[src/rtl/vbfs_gather_pipe_pkg.sv]
// Shared widths and the per-node BFS state record for the gather pipeline.
// Imported by the interface, the top and the bench.
package vbfs_pkg;
    localparam int DEF_NODEID_W = 32;
    localparam int DEF_LEVEL_W  = 32;
    localparam int DEF_CNT_W    = 16;

    typedef struct packed {
        logic [DEF_NODEID_W-1:0] parent;
        logic                    active;
        logic [DEF_LEVEL_W-1:0]  level;
    } state_t;
endpackage

[src/rtl/vbfs_gather_pipe_if.sv]
// Message-in / state-out bus of the BFS gather pipeline; slave = the pipe, master = its driver.
interface vbfs_gather_pipe_if
    import vbfs_pkg::*;
#(
    parameter int NODEID_W = DEF_NODEID_W,
    parameter int LEVEL_W  = DEF_LEVEL_W
);
    logic                valid_in;
    logic                ready;
    logic [NODEID_W-1:0] nodeid_in;
    logic [NODEID_W-1:0] sender_in;
    logic [LEVEL_W-1:0]  level_in;
    logic [NODEID_W-1:0] state_in_parent;
    logic                state_in_active;
    logic [LEVEL_W-1:0]  state_in_level;
    logic                state_valid;
    logic                state_ack;
    logic [NODEID_W-1:0] nodeid_out;
    logic [NODEID_W-1:0] state_out_parent;
    logic                state_out_active;
    logic [LEVEL_W-1:0]  state_out_level;

    modport slave (
        input  valid_in, nodeid_in, sender_in, level_in,
               state_in_parent, state_in_active, state_in_level, state_ack,
        output ready, state_valid, nodeid_out, state_out_parent,
               state_out_active, state_out_level
    );

    modport master (
        output valid_in, nodeid_in, sender_in, level_in,
               state_in_parent, state_in_active, state_in_level, state_ack,
        input  ready, state_valid, nodeid_out, state_out_parent,
               state_out_active, state_out_level
    );
endinterface

[src/rtl/vbfs_gather_pipe_skid_buf.sv]
// 2-entry valid/ready skid buffer, generic payload width.
// Latency 1 cycle when empty; in_rdy_o is registered (occupancy < 2), never depends on out_rdy_i.
module vbfs_skid_buf #(
    parameter int W = 8
) (
    input  logic         clk_i,
    input  logic         rst_i,
    input  logic         in_vld_i,
    output logic         in_rdy_o,
    input  logic [W-1:0] in_dat_i,
    output logic         out_vld_o,
    input  logic         out_rdy_i,
    output logic [W-1:0] out_dat_o
);
    logic [W-1:0] mem_q [2];
    logic [W-1:0] mem_d [2];
    logic         wr_ptr_q, wr_ptr_d;
    logic         rd_ptr_q, rd_ptr_d;
    logic [1:0]   cnt_q, cnt_d;
    logic         rdy_q, rdy_d;
    logic         push, pop;

    assign push      = in_vld_i & rdy_q;
    assign pop       = out_vld_o & out_rdy_i;
    assign in_rdy_o  = rdy_q;
    assign out_vld_o = (cnt_q != 2'd0);
    assign out_dat_o = mem_q[rd_ptr_q];

    always_comb begin
        mem_d    = mem_q;
        wr_ptr_d = wr_ptr_q;
        rd_ptr_d = rd_ptr_q;
        cnt_d    = cnt_q;
        if (push) begin
            mem_d[wr_ptr_q] = in_dat_i;
            wr_ptr_d        = ~wr_ptr_q;
        end
        if (pop) begin
            rd_ptr_d = ~rd_ptr_q;
        end
        case ({push, pop})
            2'b10:   cnt_d = cnt_q + 2'd1;
            2'b01:   cnt_d = cnt_q - 2'd1;
            default: cnt_d = cnt_q;
        endcase
        // Ready for next cycle comes from next occupancy, so it stays a pure flop output.
        rdy_d = (cnt_d != 2'd2);
    end

    always_ff @(posedge clk_i) begin
        if (rst_i) begin
            mem_q[0] <= '0;
            mem_q[1] <= '0;
            wr_ptr_q <= 1'b0;
            rd_ptr_q <= 1'b0;
            cnt_q    <= 2'd0;
            rdy_q    <= 1'b1;
        end else begin
            mem_q    <= mem_d;
            wr_ptr_q <= wr_ptr_d;
            rd_ptr_q <= rd_ptr_d;
            cnt_q    <= cnt_d;
            rdy_q    <= rdy_d;
        end
    end
endmodule

[src/rtl/vbfs_gather_pipe.sv]
// BFS gather: merges an incoming message into stored node state; 1-cycle latency via skid buffer.
// Backpressure: ready is registered (low when 2 updates buffered). VBFS_GATHER_FWD_EN enables last-update forwarding.
module vbfs_gather_pipe
    import vbfs_pkg::*;
#(
    parameter int NODEID_W = DEF_NODEID_W,
    parameter int LEVEL_W  = DEF_LEVEL_W,
    parameter int CNT_W    = DEF_CNT_W
) (
    input  logic             sys_clk,
    input  logic             sys_rst,
    vbfs_gather_pipe_if.slave bus,
    output logic [CNT_W-1:0] visited_count,
    output logic             err_sender0
);
    localparam int PAY_W = 2 * NODEID_W + 1 + LEVEL_W;

    logic                in_xfer;
    logic [NODEID_W-1:0] eff_parent;
    logic                eff_active;
    logic [LEVEL_W-1:0]  eff_level;
    logic [NODEID_W-1:0] upd_parent;
    logic                upd_active;
    logic [LEVEL_W-1:0]  upd_level;
    logic [CNT_W-1:0]    cnt_q, cnt_d;
    logic                err_q, err_d;
    logic [PAY_W-1:0]    pay_in, pay_out;

    assign in_xfer = bus.valid_in & bus.ready;

`ifdef VBFS_GATHER_FWD_EN
    logic                fwd_vld_q;
    logic [NODEID_W-1:0] fwd_node_q;
    logic [NODEID_W-1:0] fwd_parent_q;
    logic                fwd_active_q;
    logic [LEVEL_W-1:0]  fwd_level_q;

    // Back-to-back updates to one node: the state RAM has not seen the previous write yet.
    always_comb begin
        eff_parent = bus.state_in_parent;
        eff_active = bus.state_in_active;
        eff_level  = bus.state_in_level;
        if (fwd_vld_q && (fwd_node_q == bus.nodeid_in)) begin
            eff_parent = fwd_parent_q;
            eff_active = fwd_active_q;
            eff_level  = fwd_level_q;
        end
    end

    always_ff @(posedge sys_clk) begin
        if (sys_rst) begin
            fwd_vld_q    <= 1'b0;
            fwd_node_q   <= '0;
            fwd_parent_q <= '0;
            fwd_active_q <= 1'b0;
            fwd_level_q  <= '0;
        end else if (in_xfer) begin
            fwd_vld_q    <= 1'b1;
            fwd_node_q   <= bus.nodeid_in;
            fwd_parent_q <= upd_parent;
            fwd_active_q <= upd_active;
            fwd_level_q  <= upd_level;
        end
    end
`else
    assign eff_parent = bus.state_in_parent;
    assign eff_active = bus.state_in_active;
    assign eff_level  = bus.state_in_level;
`endif

    always_comb begin
        upd_parent = eff_parent;
        upd_active = eff_active;
        upd_level  = eff_level;
        cnt_d      = cnt_q;
        err_d      = err_q;
        if (eff_parent == '0) begin
            upd_parent = bus.sender_in;
            upd_active = 1'b1;
            upd_level  = bus.level_in;
            if (in_xfer) begin
                if (bus.sender_in == '0) begin
                    err_d = 1'b1;
                end else if (cnt_q != '1) begin
                    cnt_d = cnt_q + CNT_W'(1);
                end
            end
        end
    end

    always_ff @(posedge sys_clk) begin
        if (sys_rst) begin
            cnt_q <= '0;
            err_q <= 1'b0;
        end else begin
            cnt_q <= cnt_d;
            err_q <= err_d;
        end
    end

    assign pay_in = {bus.nodeid_in, upd_parent, upd_active, upd_level};

    vbfs_skid_buf #(
        .W(PAY_W)
    ) u_skid (
        .clk_i     (sys_clk),
        .rst_i     (sys_rst),
        .in_vld_i  (bus.valid_in),
        .in_rdy_o  (bus.ready),
        .in_dat_i  (pay_in),
        .out_vld_o (bus.state_valid),
        .out_rdy_i (bus.state_ack),
        .out_dat_o (pay_out)
    );

    assign {bus.nodeid_out, bus.state_out_parent, bus.state_out_active, bus.state_out_level} = pay_out;
    assign visited_count = cnt_q;
    assign err_sender0   = err_q;
endmodule
[src/flat_wrapper.sv]
// flat-port wrapper written by rule: the top's interface ports become plain ports
module vbfs_gather_pipe_flat import vbfs_pkg::*;
#(
    parameter int NODEID_W = DEF_NODEID_W,
    parameter int LEVEL_W  = DEF_LEVEL_W,
    parameter int CNT_W    = DEF_CNT_W
)
  (sys_clk, sys_rst, visited_count, err_sender0, bus_valid_in, bus_nodeid_in, bus_sender_in, bus_level_in, bus_state_in_parent, bus_state_in_active, bus_state_in_level, bus_state_ack, bus_ready, bus_state_valid, bus_nodeid_out, bus_state_out_parent, bus_state_out_active, bus_state_out_level);
  vbfs_gather_pipe_if #(.NODEID_W(NODEID_W), .LEVEL_W(LEVEL_W)) bus_i ();
  input  logic sys_clk;
  input  logic sys_rst;
  output logic [CNT_W-1:0] visited_count;
  output logic err_sender0;
  input wire logic [$bits(bus_i.valid_in)-1:0] bus_valid_in;
  input wire logic [$bits(bus_i.nodeid_in)-1:0] bus_nodeid_in;
  input wire logic [$bits(bus_i.sender_in)-1:0] bus_sender_in;
  input wire logic [$bits(bus_i.level_in)-1:0] bus_level_in;
  input wire logic [$bits(bus_i.state_in_parent)-1:0] bus_state_in_parent;
  input wire logic [$bits(bus_i.state_in_active)-1:0] bus_state_in_active;
  input wire logic [$bits(bus_i.state_in_level)-1:0] bus_state_in_level;
  input wire logic [$bits(bus_i.state_ack)-1:0] bus_state_ack;
  output wire logic [$bits(bus_i.ready)-1:0] bus_ready;
  output wire logic [$bits(bus_i.state_valid)-1:0] bus_state_valid;
  output wire logic [$bits(bus_i.nodeid_out)-1:0] bus_nodeid_out;
  output wire logic [$bits(bus_i.state_out_parent)-1:0] bus_state_out_parent;
  output wire logic [$bits(bus_i.state_out_active)-1:0] bus_state_out_active;
  output wire logic [$bits(bus_i.state_out_level)-1:0] bus_state_out_level;
  assign bus_i.valid_in = bus_valid_in;
  assign bus_i.nodeid_in = bus_nodeid_in;
  assign bus_i.sender_in = bus_sender_in;
  assign bus_i.level_in = bus_level_in;
  assign bus_i.state_in_parent = bus_state_in_parent;
  assign bus_i.state_in_active = bus_state_in_active;
  assign bus_i.state_in_level = bus_state_in_level;
  assign bus_i.state_ack = bus_state_ack;
  assign bus_ready = bus_i.ready;
  assign bus_state_valid = bus_i.state_valid;
  assign bus_nodeid_out = bus_i.nodeid_out;
  assign bus_state_out_parent = bus_i.state_out_parent;
  assign bus_state_out_active = bus_i.state_out_active;
  assign bus_state_out_level = bus_i.state_out_level;
  vbfs_gather_pipe #(.NODEID_W(NODEID_W), .LEVEL_W(LEVEL_W), .CNT_W(CNT_W)) u_core (.sys_clk(sys_clk), .sys_rst(sys_rst), .bus(bus_i), .visited_count(visited_count), .err_sender0(err_sender0));
endmodule
[config.mk]
export PLATFORM = sky130hd
export DESIGN_NAME = vbfs_gather_pipe_flat
export DESIGN_NICKNAME = d
export VERILOG_FILES = /design/src/rtl/vbfs_gather_pipe_pkg.sv /design/src/rtl/vbfs_gather_pipe_if.sv /design/src/rtl/vbfs_gather_pipe_skid_buf.sv /design/src/rtl/vbfs_gather_pipe.sv /design/src/flat_wrapper.sv
export SDC_FILE = /design/constraint.sdc
export NUM_CORES = 1
export LEC_CHECK = 0
export ABC_AREA = 1
export CORE_UTILIZATION = 48
export DETAILED_ROUTE_END_ITERATION = 16
export MAX_ROUTING_LAYER = met4
export PLACE_DENSITY = 0.81
export SLEW_MARGIN = 20
export SYNTH_ARGS = -nofsm -noshare
export SYNTH_HDL_FRONTEND = slang
export SYNTH_SLANG_ARGS = --single-unit
[constraint.sdc]
create_clock -name sys_clk -period 2.13 [get_ports sys_clk]
set_input_delay 0.213 -clock sys_clk [delete_from_list [all_inputs] [get_ports sys_clk]]
set_output_delay 0.213 -clock sys_clk [all_outputs]
set_load 0.03 [all_outputs]
==> qor.yml <==
outcome: "completed"
max_freq_mhz: 481
final.setup_skew_ns: 0.0165
final_area_sq_mm: 0.0142
regToRegSetupSlack_ns: 0.26
syn_area_per_cell_sq_um: 6.82
numCtsBuffers: 23
io_pins: 281
critical_path_class: "reg2out"
async_reset_ff_frac: 0
yosysTopAreaCell: "dfxtp_1"
internal-power_mw: 8.79
final_layout_size_suffix_gt1_frac: 0.110
gp_congestion: 0.924
r2r_start: "u_core.u_skid.cnt_q[0]$_SDFF_PP0_"
grtUsageMet1: 0.333
multiInputGateArea_sq_mm: 0.00418
critPathMaxFanout: 27
power_density_mw_per_mm2: 948
ys_warn_count: 0
drc: 0
cp-start-kind: "flop"
crit_slowest_cell: "dfxtp_4"
timing.hold.ws_ns: 0.255
num_rows: 52
die-area_sq_mm: 0.0215
worstSetupEndpointType: "output port"
min_from: "sys_rst"
seqCellArea_sq_mm: 0.00433
p_leak_nw: 6.34
fp.dieH_um: 147
setup_viol: 0
synthDistinctLibCells: 30
cts_tree: "yes"
hold_path_end: "u_core.u_skid.mem_q[4]$_SDFFE_PP0P_"
via_count: 10200
grt_overflow_total: 0
synth.net_count: 1641
grt_max_degree: 69
slew_viol_final: 0
fin_crit_sh: 0.976
wl_um: 30000
clockBufferDepth: 3
rr_worst_depth: 8
cp.arrival_ns: 1.87
tns_ns: 0
nNetsFinal: 1918
relSlewSlack: 0.446
seqPwrFrac: 0.356
ys.flop_type: "dfxtp_1"
critPathBufInv: 2
synth_enable_flop_cells: 0
place_area_sq_mm: 0.0133
synth_top_area_share: 0.430
core_area_sq_mm: 0.0204
p_sw_frac: 0.346
max_cap_violations: 0
rr_endpoint: "u_core.u_skid.in_rdy_o$_SDFF_PP1_"
min_path_type: "in2reg"
cpLargestDelayFamily: "buffers and inverters"
antenna_found_initial: 0
routedWlPerCell_um: 14.7
holdPathStages: 4
cp_cell_sequence: "bufbuf_16 -> nand2_1 -> o21ai_0 -> clkdlybuf4s15_1"
tightest_slew_ns: 0.831
nFillCells: 1716
rsz0062_at_grt: "false"
ys_ff_latch: 216
finalHoldViolCount: 0
synthCells: 1474
syn_area_sq_mm: 0.0101
switchingPower_mw: 4.65
clkPwrFrac: 0.310
port_buffers: 280
synth_area_leaders: "dfxtp_1 43%, nand2_1 12%, inv_1 12%"
dp_hpwl_um: 19800
first_global_vias: 9896
area_growth_syn_to_layout_pct: 41.0
fin_crit_ns: 2.08
drt_iter0_drc: 467
synthTopCellsByCount: "323 x nand2_1, 309 x inv_1, 216 x dfxtp_1, 164 x o21ai_0, 103 x a21oi_1"
use_met2: 0.465
synth.most_common_cell: "nand2_1"
met3_usage: 0.0497
root_buffer: "clkbuf_16"
yosysSeqAreaShare: 0.430
die_w_um: 147
antennaDiodeCount: 0
ant_nets: 0
clock-sinks: 216
start_util: 0.494
clkTransAtPathRegs_ns: 0.06
grt_pass1_wl_um: 47700
grt.busiest_layer: "met2"
track_usage: 0.277
worst_ep_required_time_ns: 1.92
clkLatencyLatePin_ns: 0.51
dr.pass1.iters: 5
critical_path.max_stage_delay_ns: 0.44
power_frac_comb: 0.334
h-tree-depth: 1
vias_per_cell: 5.02
ir_drop_v: 0.000606
==> state kept, by name (all words and copies together), names as in the netlist <==
| name | flops |
|---|---|
| u_core.u_skid.rd_ptr_q | 1 |
| u_core.u_skid.wr_ptr_q | 1 |
| u_core.visited_count | 16 |
| u_core.err_sender0 | 1 |
| u_core.u_skid.cnt_q | 2 |
| u_core.u_skid.in_rdy_o | 1 |
| u_core.u_skid.mem_q | 194 |
==> layout by cell type (no fill, tap or decap), types with 3 or more instances in the layout <==
cell type	count
nand2_1	323
inv_1	308
dfxtp_1	215
clkdlybuf4s50_1	182
o21ai_0	138
a21oi_1	103
o22ai_1	97
nor2_1	88
buf_4	77
dlygate4sd2_1	52
a21oi_2	29
clkbuf_16	26
o21ai_1	23
buf_12	19
nand3_1	18
xor2_1	8
clkbuf_8	7
clkinv_2	5
nand2_2	4
nand3b_1	4
xnor2_1	4
clkbuf_2	4
nand4_1	3
inv_2	3
nor2_2	3
o21ai_2	3
clkbuf_1	3
==> cell type report <==
class                      count  area share
sequential                   216       0.305
clock inverter                 8     0.00662
clock buffer                  34      0.0500
inverter                     312      0.0829
timing repair buffer         339       0.237
tap                          270      0.0238
multi-input combinational    859       0.295
==> per-layer routing <==
| layer | wire length (um) | share of wire |
|---|---|---|
| met3 | 2150 | 0.072 |
| met5 | 0 | 0 |
| met2 | 14400 | 0.48 |
| met4 | 796 | 0.027 |
| met1 | 12700 | 0.42 |
==> tightest hold or removal path: cells and delay by family <==
kind	cells	cell delay [ns]
and+or+nand+nor	1	0.22
AOI/OAI and AO/OA	1	0.11
buffers and inverters	2	0.17
==> cell families (layout without fill, tap and decap cells) <==
logic type      after synthesis  after routing  synth area share
buf+inv                     399            693             0.159
xor+xnor                     12             12            0.0105
compound gates              395            395             0.220
simple gates                450            450             0.178
fa+ha+maj                     2              2           0.00249
flops                       216            216             0.430
==> power by group through the flow <==
stage,sequential (mW),combinational [mW],clock (mW)
floorplan,4.80,2.59,0
global placement,4.85,4.35,0
detailed placement,4.87,4.41,0
CTS,4.78,4.35,4.23
global route,4.84,4.85,4.42
finish,4.78,4.49,4.16
==> through the flow <==
stage / util / instances / total power [mW] / setup slack [ns]
floorplan: - / 1474 / 7.40 / 0.360
global placement: 0.654 / 1989 / 9.20 / -0.0617
detailed placement: 0.654 / 1989 / 9.28 / -0.0712
CTS: 0.692 / 2033 / 13.4 / -0.00146
global route: 0.696 / 2038 / 14.1 / 0.00550
finish: 0.696 / 2038 / 13.4 / 0.0509
==> how the worst max path moves through the flow <==
| stage | start | to | slack, ns | depth (start not counted) |
|---|---|---|---|---|
| after floorplan | u_core.u_skid.cnt_q[0]$_SDFF_PP0_ | u_core.u_skid.in_rdy_o$_SDFF_PP1_ | 0.36 | 8 |
| after global placement | bus_state_in_parent[27] | u_core.visited_count[7]$_SDFFE_PP0P_ | -0.06 | 11 |
| after detailed placement | bus_state_in_parent[27] | u_core.visited_count[11]$_SDFFE_PP0P_ | -0.07 | 12 |
| after CTS | u_core.u_skid.rd_ptr_q$_SDFFE_PP0P_ | bus_nodeid_out[17] | -0.001 | 5 |
| after global routing | u_core.u_skid.rd_ptr_q$_SDFFE_PP0P_ | bus_state_out_level[8] | 0.005 | 4 |
| final | u_core.u_skid.rd_ptr_q$_SDFFE_PP0P_ | bus_state_out_level[8] | 0.05 | 4 |
==> what timing repair did <==
item | 4_1_cts | 5_1_grt
endpoints found under the setup margin | 85 | 36
hold buffers | 0 | 0
resized for setup | 73 | 27
gates cloned | 1 | 2
setup buffers | 1 | 3
(Power assumes the default switching activity.)
